==> config.mk <==
export PLATFORM = sky130hd
export DESIGN_NAME = reg_writeback
export DESIGN_NICKNAME = d
export VERILOG_FILES = /design/src/rtl/reg_writeback.sv
export SDC_FILE = /design/constraint.sdc
export NUM_CORES = 1
export LEC_CHECK = 0
export CAP_MARGIN = 10
export CELL_PAD_IN_SITES_DETAIL_PLACEMENT = 1
export CELL_PAD_IN_SITES_GLOBAL_PLACEMENT = 2
export CORE_MARGIN = 4
export CORE_UTILIZATION = 40
export CTS_BUF_LIST = sky130_fd_sc_hd__clkbuf_4 sky130_fd_sc_hd__clkbuf_8
export DETAILED_ROUTE_END_ITERATION = 10
export PLACE_DENSITY_LB_ADDON = 0.1
export SLEW_MARGIN = 20
export SYNTH_ARGS = -nofsm -noshare
export SYNTH_HDL_FRONTEND = slang
export SYNTH_SLANG_ARGS = --single-unit
==> constraint.sdc <==
create_clock -name clk -period 6.45 [get_ports clk]
set_input_delay 1.935 -clock clk [delete_from_list [all_inputs] [get_ports clk]]
set_output_delay 1.935 -clock clk [all_outputs]
set_load 0.005 [all_outputs]
==> src/rtl/reg_writeback.sv <==
// reg_writeback
//   Write-side front end of the register file. Single-cycle ALU results and
//   queued multi-cycle (load / multiply) results share one registered write
//   port. Writes to r0 are dropped. When the ALU keeps winning the write slot
//   while multi-cycle results wait, the block switches to a drain mode that
//   stalls the ALU until the queue is empty.
//
//   Optional feature macro: WB_MC_BYPASS_EN
//     When defined, an MC result arriving while the queue is empty and no ALU
//     write is taking the slot goes straight to the output register.
//
// Ports
//   clk, reset           clock, synchronous active-high reset
//   alu_valid/wr/wd      ALU result (single cycle)
//   alu_stall            ALU must hold its result (drain mode)
//   mc_valid/wr/wd       multi-cycle result offer
//   mc_ready             queue has room
//   rd_chk / hazard      decode query: register has a write pending
//   write / WR / WD      registered register-file write port
module reg_writeback #(
    parameter int DEPTH        = 4,
    parameter int STARVE_LIMIT = 8
) (
    input  logic        clk,
    input  logic        reset,
    input  logic        alu_valid,
    input  logic [4:0]  alu_wr,
    input  logic [31:0] alu_wd,
    output logic        alu_stall,
    input  logic        mc_valid,
    input  logic [4:0]  mc_wr,
    input  logic [31:0] mc_wd,
    output logic        mc_ready,
    input  logic [4:0]  rd_chk,
    output logic        hazard,
    output logic        write,
    output logic [4:0]  WR,
    output logic [31:0] WD
);

    localparam int PW = $clog2(DEPTH);
    localparam int CW = $clog2(DEPTH + 1);

    typedef enum logic {
        ST_NORMAL = 1'b0,
        ST_DRAIN  = 1'b1
    } state_t;

    state_t        state_q, state_d;
    logic [PW-1:0] rd_ptr_q, rd_ptr_d;
    logic [PW-1:0] wr_ptr_q, wr_ptr_d;
    logic [CW-1:0] count_q, count_d;
    logic [7:0]    starve_q, starve_d;
    logic          write_q, write_d;
    logic [4:0]    wr_q, wr_d;
    logic [31:0]   wd_q, wd_d;

    // Plain flops rather than RAM: every entry is compared against rd_chk.
    logic [36:0]   fifo_mem [DEPTH];
    logic [36:0]   fifo_head;

    logic          fifo_empty;
    logic          alu_wen;
    logic          mc_wen;
    logic          push;
    logic          pop;
    logic          bypass;
    logic [DEPTH-1:0] entry_hit;

    genvar gi;

    assign alu_stall  = (state_q == ST_DRAIN);
    assign mc_ready   = (count_q < CW'(DEPTH));
    assign fifo_empty = (count_q == '0);
    assign fifo_head  = fifo_mem[rd_ptr_q];

    // r0 results are accepted but never produce a write or a queue entry.
    assign alu_wen = alu_valid & ~alu_stall & (alu_wr != 5'd0);
    assign mc_wen  = mc_valid & mc_ready & (mc_wr != 5'd0);

    // State register
    always_ff @(posedge clk) begin
        if (reset) begin
            state_q  <= ST_NORMAL;
            rd_ptr_q <= '0;
            wr_ptr_q <= '0;
            count_q  <= '0;
            starve_q <= '0;
            write_q  <= 1'b0;
            wr_q     <= '0;
            wd_q     <= '0;
        end else begin
            state_q  <= state_d;
            rd_ptr_q <= rd_ptr_d;
            wr_ptr_q <= wr_ptr_d;
            count_q  <= count_d;
            starve_q <= starve_d;
            write_q  <= write_d;
            wr_q     <= wr_d;
            wd_q     <= wd_d;
        end
    end

    // Queue storage; stale contents are harmless because validity comes from
    // the pointers and count.
    always_ff @(posedge clk) begin
        if (push) begin
            fifo_mem[wr_ptr_q] <= {mc_wr, mc_wd};
        end
    end

    // Next-state: starvation counting and NORMAL/DRAIN transitions
    always_comb begin
        state_d  = state_q;
        starve_d = starve_q;
        case (state_q)
            ST_NORMAL: begin
                if (fifo_empty || pop) begin
                    starve_d = '0;
                end else if (alu_wen) begin
                    if (starve_q == 8'(STARVE_LIMIT - 1)) begin
                        state_d  = ST_DRAIN;
                        starve_d = '0;
                    end else begin
                        starve_d = starve_q + 8'd1;
                    end
                end
            end
            ST_DRAIN: begin
                starve_d = '0;
                // A same-cycle push keeps us draining; leave only once empty.
                if (count_d == '0) begin
                    state_d = ST_NORMAL;
                end
            end
            default: begin
                state_d  = ST_NORMAL;
                starve_d = '0;
            end
        endcase
    end

    // Output / datapath: choose the write-slot source and queue movement
    always_comb begin
        pop     = 1'b0;
        bypass  = 1'b0;
        write_d = 1'b0;
        wr_d    = wr_q;
        wd_d    = wd_q;
        if (state_q == ST_NORMAL) begin
            if (alu_wen) begin
                write_d = 1'b1;
                wr_d    = alu_wr;
                wd_d    = alu_wd;
            end else if (!fifo_empty) begin
                pop     = 1'b1;
                write_d = 1'b1;
                wr_d    = fifo_head[36:32];
                wd_d    = fifo_head[31:0];
            end
`ifdef WB_MC_BYPASS_EN
            else if (mc_wen) begin
                bypass  = 1'b1;
                write_d = 1'b1;
                wr_d    = mc_wr;
                wd_d    = mc_wd;
            end
`endif
        end else if (!fifo_empty) begin
            pop     = 1'b1;
            write_d = 1'b1;
            wr_d    = fifo_head[36:32];
            wd_d    = fifo_head[31:0];
        end
        push     = mc_wen & ~bypass;
        rd_ptr_d = rd_ptr_q + PW'(pop);
        wr_ptr_d = wr_ptr_q + PW'(push);
        count_d  = count_q + CW'(push) - CW'(pop);
    end

    // An entry is live when its distance from the read pointer is below count.
    generate
        for (gi = 0; gi < DEPTH; gi++) begin : g_hit
            logic [PW-1:0] age;
            assign age           = PW'(gi) - rd_ptr_q;
            assign entry_hit[gi] = (CW'(age) < count_q) &&
                                   (fifo_mem[gi][36:32] == rd_chk);
        end
    endgenerate

    assign hazard = (rd_chk != 5'd0) &&
                    ((|entry_hit) || (write_q && (wr_q == rd_chk)));

    assign write = write_q;
    assign WR    = wr_q;
    assign WD    = wd_q;

endmodule

---- Word-level counts from Yosys, hierarchy flattened ----
Memory sizes are Yosys's and may differ from the RTL's. A register that Yosys moved wholly into a read port is not among the register bits.
Index checks and enable logic that the tools add are counted.
word-level totals
  register bits after elaboration ......... 54
  latch bits .............................. 0
  memory bits (writable) .................. 148
  bits in read-only memories .............. 0
  input bits .............................. 83
  output and inout port bits .............. 41
  memories ................................ 1
cells by class
  $add $sub $neg .......................... 9
  multipliers ............................. 0
  divide/modulo/power cells ............... 0
  order comparisons ....................... 5
  eq/ne operators ......................... 7
  shift operators ......................... 0
  mux-type cells .......................... 23
  bitwise operators ....................... 5
  reductions and logical operators ........ 14
memories
  memory    depth  bits a word  read ports  clocked after Yosys merged registers in  wr ports  RTL line  text
  fifo_mem  4      37           5           1                                        1         59        logic [36:0] fifo_mem [DEPTH];
operators with widths
  kind                 count
  $mux 32              3
  $eq 5x5->1           5
  $mux 8               3
  $pmux 8 s2           1
  $mux 5               3
  $reduce_bool 5->1    3
  $lt 2x3->1           4
  $mux 1               11
  $add 8x1->8 const B  1
  $eq 8x3->1 const B   1
  $logic_and 1x1->1    6
  $logic_not 3->1      2
  $add 2x1->2          2
  $and 1x1->1          4
  $reduce_or 4->1      1
  $sub 1x2->2 const A  2
  $sub 2x2->2 const A  2
  $add 3x1->3          1
  $lt 3x3->1 const B   1
  $ne 3x3->1 const B   1
  $sub 3x1->3          1
  $logic_or 1x1->1     2
  $mux 2               1
  $pmux 1 s2           1
  $not 1->1            1

---- Longest topological paths before layout ----
  depth after elaboration ................. 9
  mapped depth ............................ 13

---- Worst setup path before layout ----
OpenSTA, ideal clock, no wires.
  kind .................................... in2reg
  start ................................... input mc_wr[1]
  end ..................................... memory fifo_mem[0][0] (enable)
  library setup time ...................... 485 ps
  data arrival time ....................... 5048 ps
  setup slack ............................. 917 ps
  stages .................................. 3
  cells stage by stage .................... or3_1 -> o311a_1 -> nor3b_1
on the way
  cells in the longest elaborated chain, start to end .. 4
RTL lines
  what                          RTL line  text
  start, declared               31        input logic [4:0] mc_wr,
  $reduce_bool 5->1             79        assign mc_wen = mc_valid & mc_ready & (mc_wr != 5'd0);
  $and 1x1->1                   79
  $mux 1                        107       if (push) begin
  $mux 1 (not written as such)  108       fifo_mem[wr_ptr_q] <= {mc_wr, mc_wd};
  end, declared                 59
No other way between the ends.

---- Worst setup path in the final report ----
  start ................................... input rd_chk[1]
  end ..................................... output hazard
on the way
  cells in the longest elaborated chain, start to end .. 5
RTL lines
  what                 RTL line  text
  start, declared      34        input logic [4:0] rd_chk,
  $eq 5x5->1           187       (fifo_mem[gi][36:32] == rd_chk);
  $logic_and 1x1->1    186       assign entry_hit[gi] = (CW'(age) < count_q) &&
  $reduce_or 4->1      192       ((|entry_hit) || (write_q && (wr_q == rd_chk)));
  $logic_or 1x1->1     192
  $logic_and 1x1->1 *  191       assign hazard = (rd_chk != 5'd0) &&
  end, declared        35        output logic hazard,
Every way passes the cells marked *; elsewhere a longest branch is shown, timed or not.

==> metrics.md <==
| Metric | Value |
|---|---|
| Starting Density | 0.411 |
| Layout cells sized above 1 | 0.214 |
| Total wire length | 19.3 mm |
| Vias/cell | 5.21 |
| N_diodes | 0 |
| HP Class | reg -> reg |
| EDFF count, synth | 148 |
| CTS tree | built |
| Clk Latency, worst-skew pair | 0.51 ns |
| Finished Layout Cells | 965 |
| Place WS | 0.383 ns |
| # Max-Cap Violations | 0 |
| Gate Count Post-Synth | 540 |
| Endpoints failing setup | 0 |
| Initial antenna violation count | 0 |
| Pwr dens | 367 nW/um2 |
| Relative slew slack | 0.285 |
| Width of the chip | 153 um |
| Register bit count reported by yosys | 202 |
| Initial DRC Count | 165 |
| Initial DRT Pass Iterations | 4 |
| Ys async rst share | 0 |
| Vias in the first global route | 5,667 |
| Cell total after placement | 903 |
| Leakage | 3.46 nW |
| Post-Synthesis Cell Area | 8390 um2 |
| Pin count of the biggest net entering global routing | 77 |
| Via count | 5,027 |
| Clock sinks | 202 |
| Top_reg_cell synth | edfxtp_1 |
| Final ANT Viol Nets | 0 |
| Worst R2R End | alu_stall$_SDFF_PP0_ |
| Root Driver | clkbuf_8 |
| Area growth, synth to finish | 25.1% |
| Fmax | 165 MHz |
| RSZ-0062 raised after global routing | no |
| XOR/XNOR Fraction of Synth Area | 0.0397 |
| Final Skew | 0.0129 ns |
| CP Launch Type | input pin |
| Worst Hold End | starve_q[0]$_SDFFE_PP0P_ |
| Crit path launch | rd_chk[1] |
| HP Start | starve_q[0]$_SDFFE_PP0P_ |
| Adder-Cell Fraction of Synth Area | 0.0128 |
| Mux cell area share after synthesis | 0.0994 |
| Syn Area/Cell | 15.5 um2 |
| CTS Buf Count | 35 |
| Syn nets | 631 |
| Synthesized-area fraction occupied by and/or/nand/nor cells | 0.0828 |
| Core area | 20,400 um2 |
| Synthesis Warnings | 0 |
| CTS Buffer Depth | 3 |
| Reg2Reg Setup Slack | 3.21 ns |
| Worst setup margin | 0.390 ns |
| H-tree Lvls | 2 |
| Final Max Slew Viols | 0 |
| Fraction of the mapped netlist area in compound gates | 0.0770 |
| R2r worst-path depth | 11 |
| Chip Height | 153 um |
| Worst VDD drop | 0.153 mV |
| Post-synth top area cell | edfxtp_1 |
| Final hold viol count | 0 |
| Crit path DAT | 4.12 ns |
| Total grt overflow | 0 |
| Worst-path clk slew | 0.06 ns |
| Hold Path Cell Cnt | 1 |
| Main combinational cell family by area after synthesis | multiplexers |
| Post-CTS resize count | 0 |
| Register area share after synthesis | 0.659 |
| Post-DP HPWL | 12.0 mm |
| Distinct cells, synth | 44 |
| Tcrit/Tclk final | 0.940 |
| Postcts setup bufs | 0 |
| Overall routing resource usage | 0.167 |
| TNS Setup | 0 ns |
| Worst Tran Pin Value | 1.07 ns |
| Final Power | 3.85 mW |
| FF-to-FF Start | count_q[2]$_SDFF_PP0_ |
| Yosys top cell area share | 0.530 |
| Final core utilization | 0.514 |
| Std cell rows | 52 |
| # port buffers | 123 |
| Crit end category | primary output |
| Outcome | finished, final reports clean |
| CP Class | in -> out |
| DRC | 0 |
| FILL cells | 2,022 |
| CP Max Fanout | 6 |
| NumNets Final | 761 |
| Ports | 124 |
| First-pass GRT wire length | 31.3 mm |
| Fin crit period | 6.06 ns |
| Avg WL per Cell | 20.0 um |
| Required @ worst endpoint | 4.51 ns |
| Die area | 23,300 um2 |
| GP Congestion | 0.778 |
| Synth top area cells | edfxtp_1, dfxtp_1, mux4_2 |
| Hold buffer count at cts | 0 |
per-layer routing:
| layer | global-route usage | part of all wire |
|---|---|---|
| met4 | 0.0407 | 0.012 |
| met3 | 0.0429 | 0.052 |
| met1 | 0.213 | 0.44 |
| met2 | 0.286 | 0.49 |
| met5 | 0 | 0 |
stage by stage:
| step | hold slack (ns) | area (um2) |
|---|---|---|
| 6_report | 0.447 | 10500 |
| 5_1_grt | 0.501 | 10500 |
| 4_1_cts | 0.446 | 10500 |
| 3_5_place_dp | 0.438 | 9800 |
| 3_3_place_gp | 0.425 | 9800 |
| 2_1_floorplan | 0.413 | 8390 |
synthesized netlist by cell type, types with 6 or more instances:
| cell type | number |
|---|---|
| a311oi_1 | 6 |
| xor2_1 | 17 |
| inv_1 | 6 |
| xnor2_1 | 21 |
| a311oi_2 | 32 |
| dfxtp_1 | 54 |
| nand2_1 | 77 |
| ha_1 | 7 |
| nor2_1 | 54 |
| clkbuf_1 | 19 |
| edfxtp_1 | 148 |
| mux4_2 | 37 |
report_power, final:
group          switching [mW]  internal [mW]  leakage (nW)
logic                   0.548          0.479          1.29
registers               0.141           1.56          1.80
clock network           0.487          0.642         0.365
total                    1.18           2.68          3.46
layout make-up:
cell class / count / area, um2 / area share
Tap cell: 270 / 338 / 0.0322
Sequential cell: 202 / 5530 / 0.527
Clock inverter: 7 / 40.0 / 0.00382
Inverter: 6 / 22.5 / 0.00215
Timing Repair Buffer: 129 / 1270 / 0.121
Clock buffer: 55 / 651 / 0.0620
Multi-Input combinational cell: 296 / 2640 / 0.252
state kept, by name (all words and copies together), names as in the netlist, 2 cells and up:
register  count
WD           32
rd_ptr_q      2
WR            5
fifo_mem    148
starve_q      8
count_q       3
wr_ptr_q      2
cell families (layout without fill, tap and decap cells):
family,Yosys count,after routing
DFF,202,202
adders and majority gates,8,8
muxes,37,37
AOI/OAI and AO/OA,52,52
buffers and inverters,42,197
and+or+nand+nor,161,161
xor gates and xnor gates,38,38
placed cells by master (no fill, tap or decap), types with 2 or more instances in the layout:
cell / netlist / routed
edfxtp_1: 148 / 148
xor2_1: 17 / 17
ha_1: 7 / 7
inv_1: 6 / 6
nor2b_1: 3 / 3
clkdlybuf4s50_1: 0 / 122
nand3_1: 4 / 4
o2111ai_1: 2 / 2
a311oi_1: 6 / 6
a311oi_2: 32 / 32
nand2_1: 77 / 77
clkbuf_8: 3 / 38
a21oi_1: 5 / 5
or4_1: 2 / 2
and3_1: 3 / 2
nor4_1: 2 / 2
nor3_1: 3 / 2
dfxtp_1: 54 / 52
mux4_2: 37 / 37
clkinv_1: 0 / 3
clkinvlp_4: 0 / 2
nand4_1: 2 / 2
nor2_1: 54 / 53
buf_4: 5 / 6
xnor2_1: 21 / 21
clkbuf_4: 0 / 17
worst max path at each step:
stage / to / depth (start not counted)
after global placement: hazard / 6
after floorplan: fifo_mem[0][0]$_DFFE_PP_ / 3
after CTS: hazard / 7
final: hazard / 7
after detailed placement: hazard / 7
after global routing: hazard / 7
critical path: stages:
cell and delay [ns]:
clkdlybuf4s50_1 0.66, xnor2_1 0.17, nand4_1 0.12, a2111oi_0 0.34, a311oi_1 0.10, a21oi_1 0.24
clkdlybuf4s50_1 0.56
No activity file was read; power rests on OpenSTA's default activity.
